### src/rtl/spi_request_arbiter_if.sv
// Stream bundle between two requesters, the SPI master byte streams and the arbiter.
// The arbiter uses the master modport; client/SPI-side models use the slave modport.
interface spi_request_arbiter_if #(
  parameter int WIDTH = 8
);
  logic             s0_tvalid, s0_tready, s0_tlast;
  logic [WIDTH-1:0] s0_tdata;
  logic             s1_tvalid, s1_tready, s1_tlast;
  logic [WIDTH-1:0] s1_tdata;
  logic             x_tvalid, x_tready, x_tlast;
  logic [WIDTH-1:0] x_tdata;
  logic             y_tvalid, y_tready, y_tlast;
  logic [WIDTH-1:0] y_tdata;
  logic             m0_tvalid, m0_tready, m0_tlast;
  logic [WIDTH-1:0] m0_tdata;
  logic             m1_tvalid, m1_tready, m1_tlast;
  logic [WIDTH-1:0] m1_tdata;

  modport master (
    input  s0_tvalid, s0_tlast, s0_tdata, output s0_tready,
    input  s1_tvalid, s1_tlast, s1_tdata, output s1_tready,
    output x_tvalid, x_tlast, x_tdata,    input  x_tready,
    input  y_tvalid, y_tlast, y_tdata,    output y_tready,
    output m0_tvalid, m0_tlast, m0_tdata, input  m0_tready,
    output m1_tvalid, m1_tlast, m1_tdata, input  m1_tready
  );

  modport slave (
    output s0_tvalid, s0_tlast, s0_tdata, input  s0_tready,
    output s1_tvalid, s1_tlast, s1_tdata, input  s1_tready,
    input  x_tvalid, x_tlast, x_tdata,    output x_tready,
    output y_tvalid, y_tlast, y_tdata,    input  y_tready,
    input  m0_tvalid, m0_tlast, m0_tdata, output m0_tready,
    input  m1_tvalid, m1_tlast, m1_tdata, output m1_tready
  );
endinterface

### src/rtl/spi_request_arbiter.sv
// Round-robin sharing of one SPI master byte stream between two requesters,
// with transaction-boundary arbitration, response routing, idle gap and response timeout.
module spi_request_arbiter #(
  parameter int WIDTH = 8,
  parameter int GAP   = 4,
  parameter int TBITS = 10
) (
  input  logic                  clock,
  input  logic                  reset,
  spi_request_arbiter_if.master bus,
  output logic [1:0]            grant_o,
  output logic                  busy_o,
  output logic                  timeout_o,
  output logic                  drop_o
);
  localparam int NUM_REQ = 2;
  // Timeout fires on the cycle the counter would step from all-ones-minus-one to all-ones.
  localparam logic [TBITS-1:0] TLIM   = TBITS'((64'd1 << TBITS) - 64'd2);
  localparam logic [7:0]       GAP_LD = 8'(GAP);

  typedef enum logic [1:0] {S_IDLE, S_SEND, S_WAIT, S_GAP} state_t;

  state_t           state;
  logic             prio, rdone;
  logic [7:0]       gcnt;
  logic [TBITS-1:0] tcnt;

  logic [NUM_REQ-1:0]            s_vld, s_lst, s_rdy, m_rdy, m_vld;
  logic [NUM_REQ-1:0][WIDTH-1:0] s_dat;
  logic sending, active, win, sel;
  logic x_acc, x_done, y_acc, y_done;

  assign s_vld = {bus.s1_tvalid, bus.s0_tvalid};
  assign s_lst = {bus.s1_tlast,  bus.s0_tlast};
  assign s_dat = {bus.s1_tdata,  bus.s0_tdata};
  assign m_rdy = {bus.m1_tready, bus.m0_tready};

  // Reset gates every combinational handshake so a mid-transaction reset drops them at once.
  assign sending = !reset && (state == S_SEND);
  assign active  = !reset && (state == S_SEND || state == S_WAIT);
  assign sel     = grant_o[1];
  assign win     = (&s_vld) ? prio : s_vld[1];

  generate
    for (genvar i = 0; i < NUM_REQ; i++) begin : g_req
      assign s_rdy[i] = sending && grant_o[i] && bus.x_tready;
      assign m_vld[i] = active && grant_o[i] && bus.y_tvalid;
    end
  endgenerate

  assign bus.s0_tready = s_rdy[0];
  assign bus.s1_tready = s_rdy[1];

  assign bus.x_tvalid = sending && |(grant_o & s_vld);
  assign bus.x_tdata  = s_dat[sel];
  assign bus.x_tlast  = s_lst[sel];

  // Outside a transaction the response side is drained so stale beats never stall the SPI master.
  assign bus.y_tready = reset ? 1'b0 : (active ? |(grant_o & m_rdy) : 1'b1);

  assign bus.m0_tvalid = m_vld[0];
  assign bus.m0_tdata  = bus.y_tdata;
  assign bus.m0_tlast  = bus.y_tlast;
  assign bus.m1_tvalid = m_vld[1];
  assign bus.m1_tdata  = bus.y_tdata;
  assign bus.m1_tlast  = bus.y_tlast;

  assign x_acc  = bus.x_tvalid && bus.x_tready;
  assign x_done = x_acc && bus.x_tlast;
  assign y_acc  = bus.y_tvalid && bus.y_tready;
  assign y_done = active && y_acc && bus.y_tlast;

  assign drop_o = y_acc && !active;
  assign busy_o = active;

  always_ff @(posedge clock) begin
    if (reset) begin
      state     <= S_IDLE;
      grant_o   <= '0;
      prio      <= 1'b0;
      rdone     <= 1'b0;
      gcnt      <= '0;
      tcnt      <= '0;
      timeout_o <= 1'b0;
    end else begin
      timeout_o <= 1'b0;
      case (state)
        S_IDLE: begin
          if (|s_vld) begin
            grant_o <= win ? 2'b10 : 2'b01;
            prio    <= !win;
            state   <= S_SEND;
          end
        end
        S_SEND: begin
          if (y_done) rdone <= 1'b1;
          if (x_done) begin
            if (rdone || y_done) begin
              state   <= S_GAP;
              grant_o <= '0;
              rdone   <= 1'b0;
              gcnt    <= GAP_LD;
            end else begin
              state <= S_WAIT;
              tcnt  <= '0;
            end
          end
        end
        S_WAIT: begin
          if (rdone || y_done) begin
            state   <= S_GAP;
            grant_o <= '0;
            rdone   <= 1'b0;
            gcnt    <= GAP_LD;
          end else if (y_acc) begin
            tcnt <= '0;
          end else if (tcnt == TLIM) begin
            // Response abandoned; any late beats are drained as drops.
            timeout_o <= 1'b1;
            state     <= S_GAP;
            grant_o   <= '0;
            rdone     <= 1'b0;
            gcnt      <= GAP_LD;
          end else begin
            tcnt <= tcnt + TBITS'(1);
          end
        end
        S_GAP: begin
          grant_o <= '0;
          rdone   <= 1'b0;
          // GAP=0 and GAP=1 both spend a single cycle here.
          if (gcnt <= 8'd1) state <= S_IDLE;
          else              gcnt  <= gcnt - 8'd1;
        end
        default: state <= S_IDLE;
      endcase
    end
  end
endmodule

### src/flat_wrapper.sv
// flat-port wrapper written by rule: the top's interface ports become plain ports
module spi_request_arbiter_flat 
#(
  parameter int WIDTH = 8,
  parameter int GAP   = 4,
  parameter int TBITS = 10
)
  (clock, reset, grant_o, busy_o, timeout_o, drop_o, bus_s0_tvalid, bus_s0_tlast, bus_s0_tdata, bus_s0_tready, bus_s1_tvalid, bus_s1_tlast, bus_s1_tdata, bus_s1_tready, bus_x_tvalid, bus_x_tlast, bus_x_tdata, bus_x_tready, bus_y_tvalid, bus_y_tlast, bus_y_tdata, bus_y_tready, bus_m0_tvalid, bus_m0_tlast, bus_m0_tdata, bus_m0_tready, bus_m1_tvalid, bus_m1_tlast, bus_m1_tdata, bus_m1_tready);
  spi_request_arbiter_if #(.WIDTH(WIDTH)) bus_i ();
  input  logic clock;
  input  logic reset;
  output logic [1:0] grant_o;
  output logic busy_o;
  output logic timeout_o;
  output logic drop_o;
  input wire logic [$bits(bus_i.s0_tvalid)-1:0] bus_s0_tvalid;
  input wire logic [$bits(bus_i.s0_tlast)-1:0] bus_s0_tlast;
  input wire logic [$bits(bus_i.s0_tdata)-1:0] bus_s0_tdata;
  output wire logic [$bits(bus_i.s0_tready)-1:0] bus_s0_tready;
  input wire logic [$bits(bus_i.s1_tvalid)-1:0] bus_s1_tvalid;
  input wire logic [$bits(bus_i.s1_tlast)-1:0] bus_s1_tlast;
  input wire logic [$bits(bus_i.s1_tdata)-1:0] bus_s1_tdata;
  output wire logic [$bits(bus_i.s1_tready)-1:0] bus_s1_tready;
  output wire logic [$bits(bus_i.x_tvalid)-1:0] bus_x_tvalid;
  output wire logic [$bits(bus_i.x_tlast)-1:0] bus_x_tlast;
  output wire logic [$bits(bus_i.x_tdata)-1:0] bus_x_tdata;
  input wire logic [$bits(bus_i.x_tready)-1:0] bus_x_tready;
  input wire logic [$bits(bus_i.y_tvalid)-1:0] bus_y_tvalid;
  input wire logic [$bits(bus_i.y_tlast)-1:0] bus_y_tlast;
  input wire logic [$bits(bus_i.y_tdata)-1:0] bus_y_tdata;
  output wire logic [$bits(bus_i.y_tready)-1:0] bus_y_tready;
  output wire logic [$bits(bus_i.m0_tvalid)-1:0] bus_m0_tvalid;
  output wire logic [$bits(bus_i.m0_tlast)-1:0] bus_m0_tlast;
  output wire logic [$bits(bus_i.m0_tdata)-1:0] bus_m0_tdata;
  input wire logic [$bits(bus_i.m0_tready)-1:0] bus_m0_tready;
  output wire logic [$bits(bus_i.m1_tvalid)-1:0] bus_m1_tvalid;
  output wire logic [$bits(bus_i.m1_tlast)-1:0] bus_m1_tlast;
  output wire logic [$bits(bus_i.m1_tdata)-1:0] bus_m1_tdata;
  input wire logic [$bits(bus_i.m1_tready)-1:0] bus_m1_tready;
  assign bus_i.s0_tvalid = bus_s0_tvalid;
  assign bus_i.s0_tlast = bus_s0_tlast;
  assign bus_i.s0_tdata = bus_s0_tdata;
  assign bus_s0_tready = bus_i.s0_tready;
  assign bus_i.s1_tvalid = bus_s1_tvalid;
  assign bus_i.s1_tlast = bus_s1_tlast;
  assign bus_i.s1_tdata = bus_s1_tdata;
  assign bus_s1_tready = bus_i.s1_tready;
  assign bus_x_tvalid = bus_i.x_tvalid;
  assign bus_x_tlast = bus_i.x_tlast;
  assign bus_x_tdata = bus_i.x_tdata;
  assign bus_i.x_tready = bus_x_tready;
  assign bus_i.y_tvalid = bus_y_tvalid;
  assign bus_i.y_tlast = bus_y_tlast;
  assign bus_i.y_tdata = bus_y_tdata;
  assign bus_y_tready = bus_i.y_tready;
  assign bus_m0_tvalid = bus_i.m0_tvalid;
  assign bus_m0_tlast = bus_i.m0_tlast;
  assign bus_m0_tdata = bus_i.m0_tdata;
  assign bus_i.m0_tready = bus_m0_tready;
  assign bus_m1_tvalid = bus_i.m1_tvalid;
  assign bus_m1_tlast = bus_i.m1_tlast;
  assign bus_m1_tdata = bus_i.m1_tdata;
  assign bus_i.m1_tready = bus_m1_tready;
  spi_request_arbiter #(.WIDTH(WIDTH), .GAP(GAP), .TBITS(TBITS)) u_core (.clock(clock), .reset(reset), .bus(bus_i), .grant_o(grant_o), .busy_o(busy_o), .timeout_o(timeout_o), .drop_o(drop_o));
endmodule
### config.mk
export PLATFORM = sky130hd
export DESIGN_NAME = spi_request_arbiter_flat
export DESIGN_NICKNAME = d
export VERILOG_FILES = /design/src/rtl/spi_request_arbiter_if.sv /design/src/rtl/spi_request_arbiter.sv /design/src/flat_wrapper.sv
export SDC_FILE = /design/constraint.sdc
export NUM_CORES = 1
export LEC_CHECK = 0
export CORE_ASPECT_RATIO = 1.4
export CORE_MARGIN = 2
export CORE_UTILIZATION = 40
export DETAILED_ROUTE_END_ITERATION = 16
export GPL_ROUTABILITY_DRIVEN = 1
export HOLD_SLACK_MARGIN = 0.12
export PLACE_DENSITY = 0.74
export SLEW_MARGIN = 20
export SYNTH_ARGS = -nofsm -noshare
export SYNTH_HDL_FRONTEND = slang
export SYNTH_SLANG_ARGS = --single-unit
### constraint.sdc
create_clock -name clock -period 2.1 [get_ports clock]
set_input_delay 0.42 -clock clock [delete_from_list [all_inputs] [get_ports clock]]
set_output_delay 0.42 -clock clock [all_outputs]
set_load 0.03 [all_outputs]
# == Word-level counts from Yosys, hierarchy flattened ==
# Index checks and enable logic that the tools add are counted.
# classes
addsub,2
order_cmp,2
n_eq_ne,14
muxes,44
bitwise,3
reduce_logical,36
# ops
operator,n
$mux 8,8
$mux 10,5
$mux 2,13
$pmux 8 s3,1
$pmux 10 s2,1
$logic_and 1x1->1,17
$pmux 2 s4,2
$reduce_and 5->1,3
$mux 1,13
$add 10x1->10 const B,1
$eq 10x10->1 const B,1
$le 8x1->1 const B,1
$ne 2x2->1 const B,4
$sub 8x1->8 const B,1
$ne 2x1->1 const B,3
$ne 3x3->1 const B,2
$reduce_and 6->1,1
$reduce_or 2->1,3
$and 2x2->2,2
$eq 2x2->1 const B,2
$reduce_and 2->1,2
$reduce_or 4->1,1
$logic_not 1->1,3
$ne 3x2->1 const B,1
9 further kinds,10
# totals
reg_bits,25
inputBits,35
output_inout_bits,38
wordCells,108

# == Longest topological paths before layout ==
# depth
depth_word,12
ltp_mapped,9
ltp_nobuf,7

# == Worst setup path after synthesis ==
# No wires, ideal clock.
# synth_path
path_type,flip-flop to flip-flop
start,register u_core.state[0]
end,register u_core.gcnt[0]
setup_time_ns,0.070
arrival_ns,2.107
required_ns,2.030
setup_slack_ns,-0.077
stages_incl_launch_ff,10
path_buffers,2
period_less_slack_ns,2.177
cell_sequence,dfxtp_1 > inv_1 > ha_1 > inv_1 > clkbuf_1 > a211oi_1 > o32a_1 > buf_6 > or4_1 > a21oi_1
# synth_between
elab_chain_cells,11
word_cells_on_any_way,24
cone_classes,eq/ne: 8; mux: 4; reduce/logical: 12
# synth_rtl
item,line,rtl
start: declaration,spi_request_arbiter.sv:23,state_t state;
start signal: assignment,spi_request_arbiter.sv:78,state <= S_IDLE;
start signal: assignment,spi_request_arbiter.sv:92,state <= S_SEND;
start signal: assignment,spi_request_arbiter.sv:99,state <= S_GAP;
$eq 2x1->1 / $eq 2x2->1 (equally long branches),"spi_request_arbiter.sv:39, spi_request_arbiter.sv:40, spi_request_arbiter.sv:87",
$logic_or 1x1->1,spi_request_arbiter.sv:40,assign active = !reset && (state == S_SEND || state == S_WAIT);
$logic_and 1x1->1,spi_request_arbiter.sv:40,
$mux 1 (2 in series),spi_request_arbiter.sv:59,assign bus.y_tready = reset ? 1'b0 : (active ? |(grant_o & m_rdy) : 1'b1);
$logic_and 1x1->1,spi_request_arbiter.sv:70,assign y_acc = bus.y_tvalid && bus.y_tready;
$logic_and 1x1->1 (2 in series),spi_request_arbiter.sv:71,assign y_done = active && y_acc && bus.y_tlast;
$logic_or 1x1->1,"spi_request_arbiter.sv:98, spi_request_arbiter.sv:110",
"$ne 3x3->1 (no source line), or another cell as far along",-,
$reduce_and 6->1 (no source line) / $pmux 8 s3 (equally long branches),-,
end signal: assignment,spi_request_arbiter.sv:133,else gcnt <= gcnt - 8'd1;
end: declaration,spi_request_arbiter.sv:25,logic [7:0] gcnt;
# Several ways; a longest one is shown, not always the timed one.
# A chain may end at the register's enable or synchronous reset.

# == Worst setup path in the final report ==
# layout_path
start,register u_core.state[0]
end,register u_core.gcnt[5]
# Same word-level chain as after synthesis.

==> flow_summary_export.csv <==
group,metric,value,unit
status,outcome,"finished with violations",
status,violations,"setup timing",
global_routing,grt_start_max_net_pins,21,
synth,synth_fa_ha_area_share,5.19,%
global_routing,grt_usage,22.0,%
synth,synth.mux.area_fraction,5.19,%
synth,synth_area_leaders,"dfxtp_1 (26%), buf_4 (7.4%), ha_1 (5.2%)",
critical_path,path_class,"register to register",
finish,final_cell_area,0.00296,mm2
synth,syn_area,0.00193,mm2
synth,synth-edff-count,0,
clock_tree,cts_root_buf,"clkbuf_8",
floorplan,core-area,0.00457,mm2
clock_tree,cts_tree,"done",
clock_tree,cts_buffer_depth,2,
global_routing,grt.overflow.total,0,
synth,syn_avg_cell_area,8.21,um2
synth,synth-simple-area-share,20.7,%
critical_path,slowest_stage,"or4_4",
sta,finalSetupViolCount,1,
synth,synth_compound_area_share,29.9,%
synth,synthArstFlopShare,0,%
critical_path,critical_path.max_fanout,8,
finish,fill_cells,394,
synth,synth_top_area_cell,"dfxtp_1",
critical_path,worst_path_largest_cell_delay,0.52,ns
routing,postRouteAntennaNets,0,
routing,viasPerCell,5.76,
sta,timing.final.crit_share,102,%
floorplan,chipWidth,62.7,um
critical_path,startpoint_type,"register",
sta,final.setup.tns,-0.0525,ns
critical_path,cp-endpoint,"u_core.gcnt[5]$_SDFFE_PP0P_",
placed_design,hpwl,4470,um
critical_path,crit_start,"u_core.state[0]$_SDFFE_PP0P_",
synth,synth_warnings,0,
global_routing,grt_pass1_wl,9790,um
synth,synth_seq_area_share,25.9,%
floorplan,initial_utilization,42.2,%
finish,area_delta_synth_final,53.4,%
synth,synth_top_family_by_area,"compound AO/OA/AOI/OAI gates",
floorplan,rows,29,
critical_path,endpoint_kind,"register",
synth,ys_ff_latch,25,
synth,synthTopCellsByCount,"dfxtp_1 (25), buf_4 (19), inv_1 (16), a21oi_1 (11), nand2_1 (11)",
sta,fmax,465,MHz
sta,fin_ws,-0.0525,ns
routing,drtIter0Drc,164,
critical_path,reg2reg_from,"u_core.state[0]$_SDFFE_PP0P_",
synth,syn_inst,235,
clock_tree,numCtsBuffers,3,
synth,synth_xor_area_share,0,%
sta,slew_headroom,50.5,%
critical_path,crit_required,2.31,ns
critical_path,ff2ff_path_depth,7,
power,power_density,1030,mW/mm2
sta,rsz0062_at_grt,"yes",
synth,synth_fp_nets,278,
routing,vias,2173,
critical_path,crit_chain,"inv_2 -> ha_4 -> a21boi_4 -> a211oi_2 -> o32a_4 -> or4_4 -> a211oi_2",
synth,synth_most_common_cell,"dfxtp_1",
critical_path,cp_top_family,"compound AO/OA/AOI/OAI gates",
clock_tree,path_clk_slew,0.09,ns
critical_path,cp_common_cell,"a211oi_2",
sta,skew,0.00252,ns
critical_path,r2r_setup_slack,-0.05,ns
sta,slew_violations,0,
finish,diodes,0,
routing,wl_per_cell,17.0,um
power,p_leak,0.00117,uW
critical_path,crit_cells,7,
placed_design,placed_area,0.00266,mm2
synth,synth_top_cell_area_share,25.9,%
worst_hold_path,hold_path_class,"register to register",
clock_tree,clock_sinks,25,
clock_tree,worstSkewPairLatency,0.28,ns
critical_path,r2r-end,"u_core.gcnt[5]$_SDFFE_PP0P_",
sta,fin_crit,2.15,ns
floorplan,die_y,86.2,um
sta,tightest_slew,0.741,ns
placed_design,portBuffers,48,
global_routing,antenna_found_initial,0,
critical_path,cp.buffers_inverters,1,
synth,yosysUniqueCellTypes,50,
critical_path,crit_arrival,2.36,ns
worst_hold_path,hold_path_depth,2,
routing,drt_wl_total,6420,um
floorplan,ios,73,
global_routing,grt_pass1_vias,2088,
finish,fin_nets,359,
routing,drtPass1Iterations,4,
routing,drc,0,
flow_run,maxCapViolations,0,
clock_tree,h-tree-depth,1,
power,ir_worst_vdd,0.000520,V
placed_design,gp_congestion,0.867,
floorplan,die_area,0.00540,mm2
synth,synthFlopType,"dfxtp_1",
sta,hold_viol,0,
finish,final_layout_size_suffix_gt1_share,41.3,%
[report_power, final]
| part | internal, uW | switching (uW) |
|---|---|---|
| registers | 534 | 47.8 |
| logic | 1040 | 1130 |
| clock network | 134 | 175 |
[logic make-up after synthesis]
group,Yosys count
simple gates,73
fa+ha+maj,8
compound gates,74
flops,25
buf+inv,46
mux,9
[layer usage]
| layer | up-vias | part of all wire [%] | global-route usage [%] |
|---|---|---|---|
| li1 | 1046 | - | - |
| met1 | 1050 | 38 | 25.9 |
| met2 | 60 | 56 | 41.1 |
| met3 | 17 | 3.9 | 2.73 |
| met4 | 0 | 2.0 | 7.68 |
| met5 | - | 0 | 0 |
[registers in the layout (all words and copies together), names as in the netlist]
signal	cells
u_core.tcnt	10
u_core.gcnt	8
u_core.grant_o	2
u_core.state	2
u_core.prio	1
u_core.rdone	1
u_core.timeout_o	1
[metrics by stage]
stage	util, %	total power, uW	hold WS [ns]	std cells	setup WS [ns]
after global routing	64.8	3220	0.520	377	-0.133
after detailed placement	58.2	2400	0.497	367	-0.428
after global placement	58.2	2380	0.467	367	-0.358
final	64.8	3060	0.493	377	-0.0525
after floorplan	-	1680	0.443	235	0.0141
after CTS	61.1	2800	0.495	374	-0.0654
[cells in the final DEF (no fill, tap or decap), drive strengths merged, types with 4 or more instances in the layout]
cell           count
o311ai            10
buf               76
clkdlybuf4s50     27
o21ai              5
dfxtp             25
and3               7
nor3               9
o41ai              6
o31ai              8
inv               16
a311oi             4
or4                4
o211ai             5
nand3              9
ha                 8
a211oi             5
mux2               8
a21oi             11
or3                4
nand2             11
nor2               9
nor2b              6
[worst min path at each step]
stage,startpoint,slack [ns],end
3_3_place_gp,u_core.prio$_SDFFE_PP0P_,0.47,u_core.prio$_SDFFE_PP0P_
4_1_cts,u_core.gcnt[7]$_SDFFE_PP0P_,0.49,u_core.gcnt[7]$_SDFFE_PP0P_
2_1_floorplan,u_core.prio$_SDFFE_PP0P_,0.44,u_core.prio$_SDFFE_PP0P_
3_5_place_dp,u_core.tcnt[9]$_SDFFE_PP0P_,0.50,u_core.tcnt[9]$_SDFFE_PP0P_
5_1_grt,u_core.gcnt[7]$_SDFFE_PP0P_,0.52,u_core.gcnt[7]$_SDFFE_PP0P_
6_report,u_core.gcnt[7]$_SDFFE_PP0P_,0.49,u_core.gcnt[7]$_SDFFE_PP0P_
[worst register-to-register path, cell delays in order (launching register included)]
cell and delay, ns:
dfxtp_2 0.35, inv_2 0.05, ha_4 0.28, a21boi_4 0.24, a211oi_2 0.11, o32a_4 0.36
or4_4 0.52, a211oi_2 0.17
[final cells by class]
cell class              instances  area, um2  area share, %
well taps                      62       77.6           2.62
inverters                      16       60.1           2.03
repair buffers                106        871           29.4
multi-input cells             164       1400           47.3
flip-flops and latches         25        504           17.0
clock inverters                 1       5.00          0.169
clock buffers                   3       41.3           1.39
[timing repair]
action                                  in CTS  in global routing
endpoints found under the setup margin      17                 22
hold endpoints to repair                     0                  0
hold buffers                                 0                  0
buffers inserted                             3                  3
gates resized for setup                     22                 29
pin swaps                                    6                  6
Note: power is estimated with default switching activity, not from simulation.
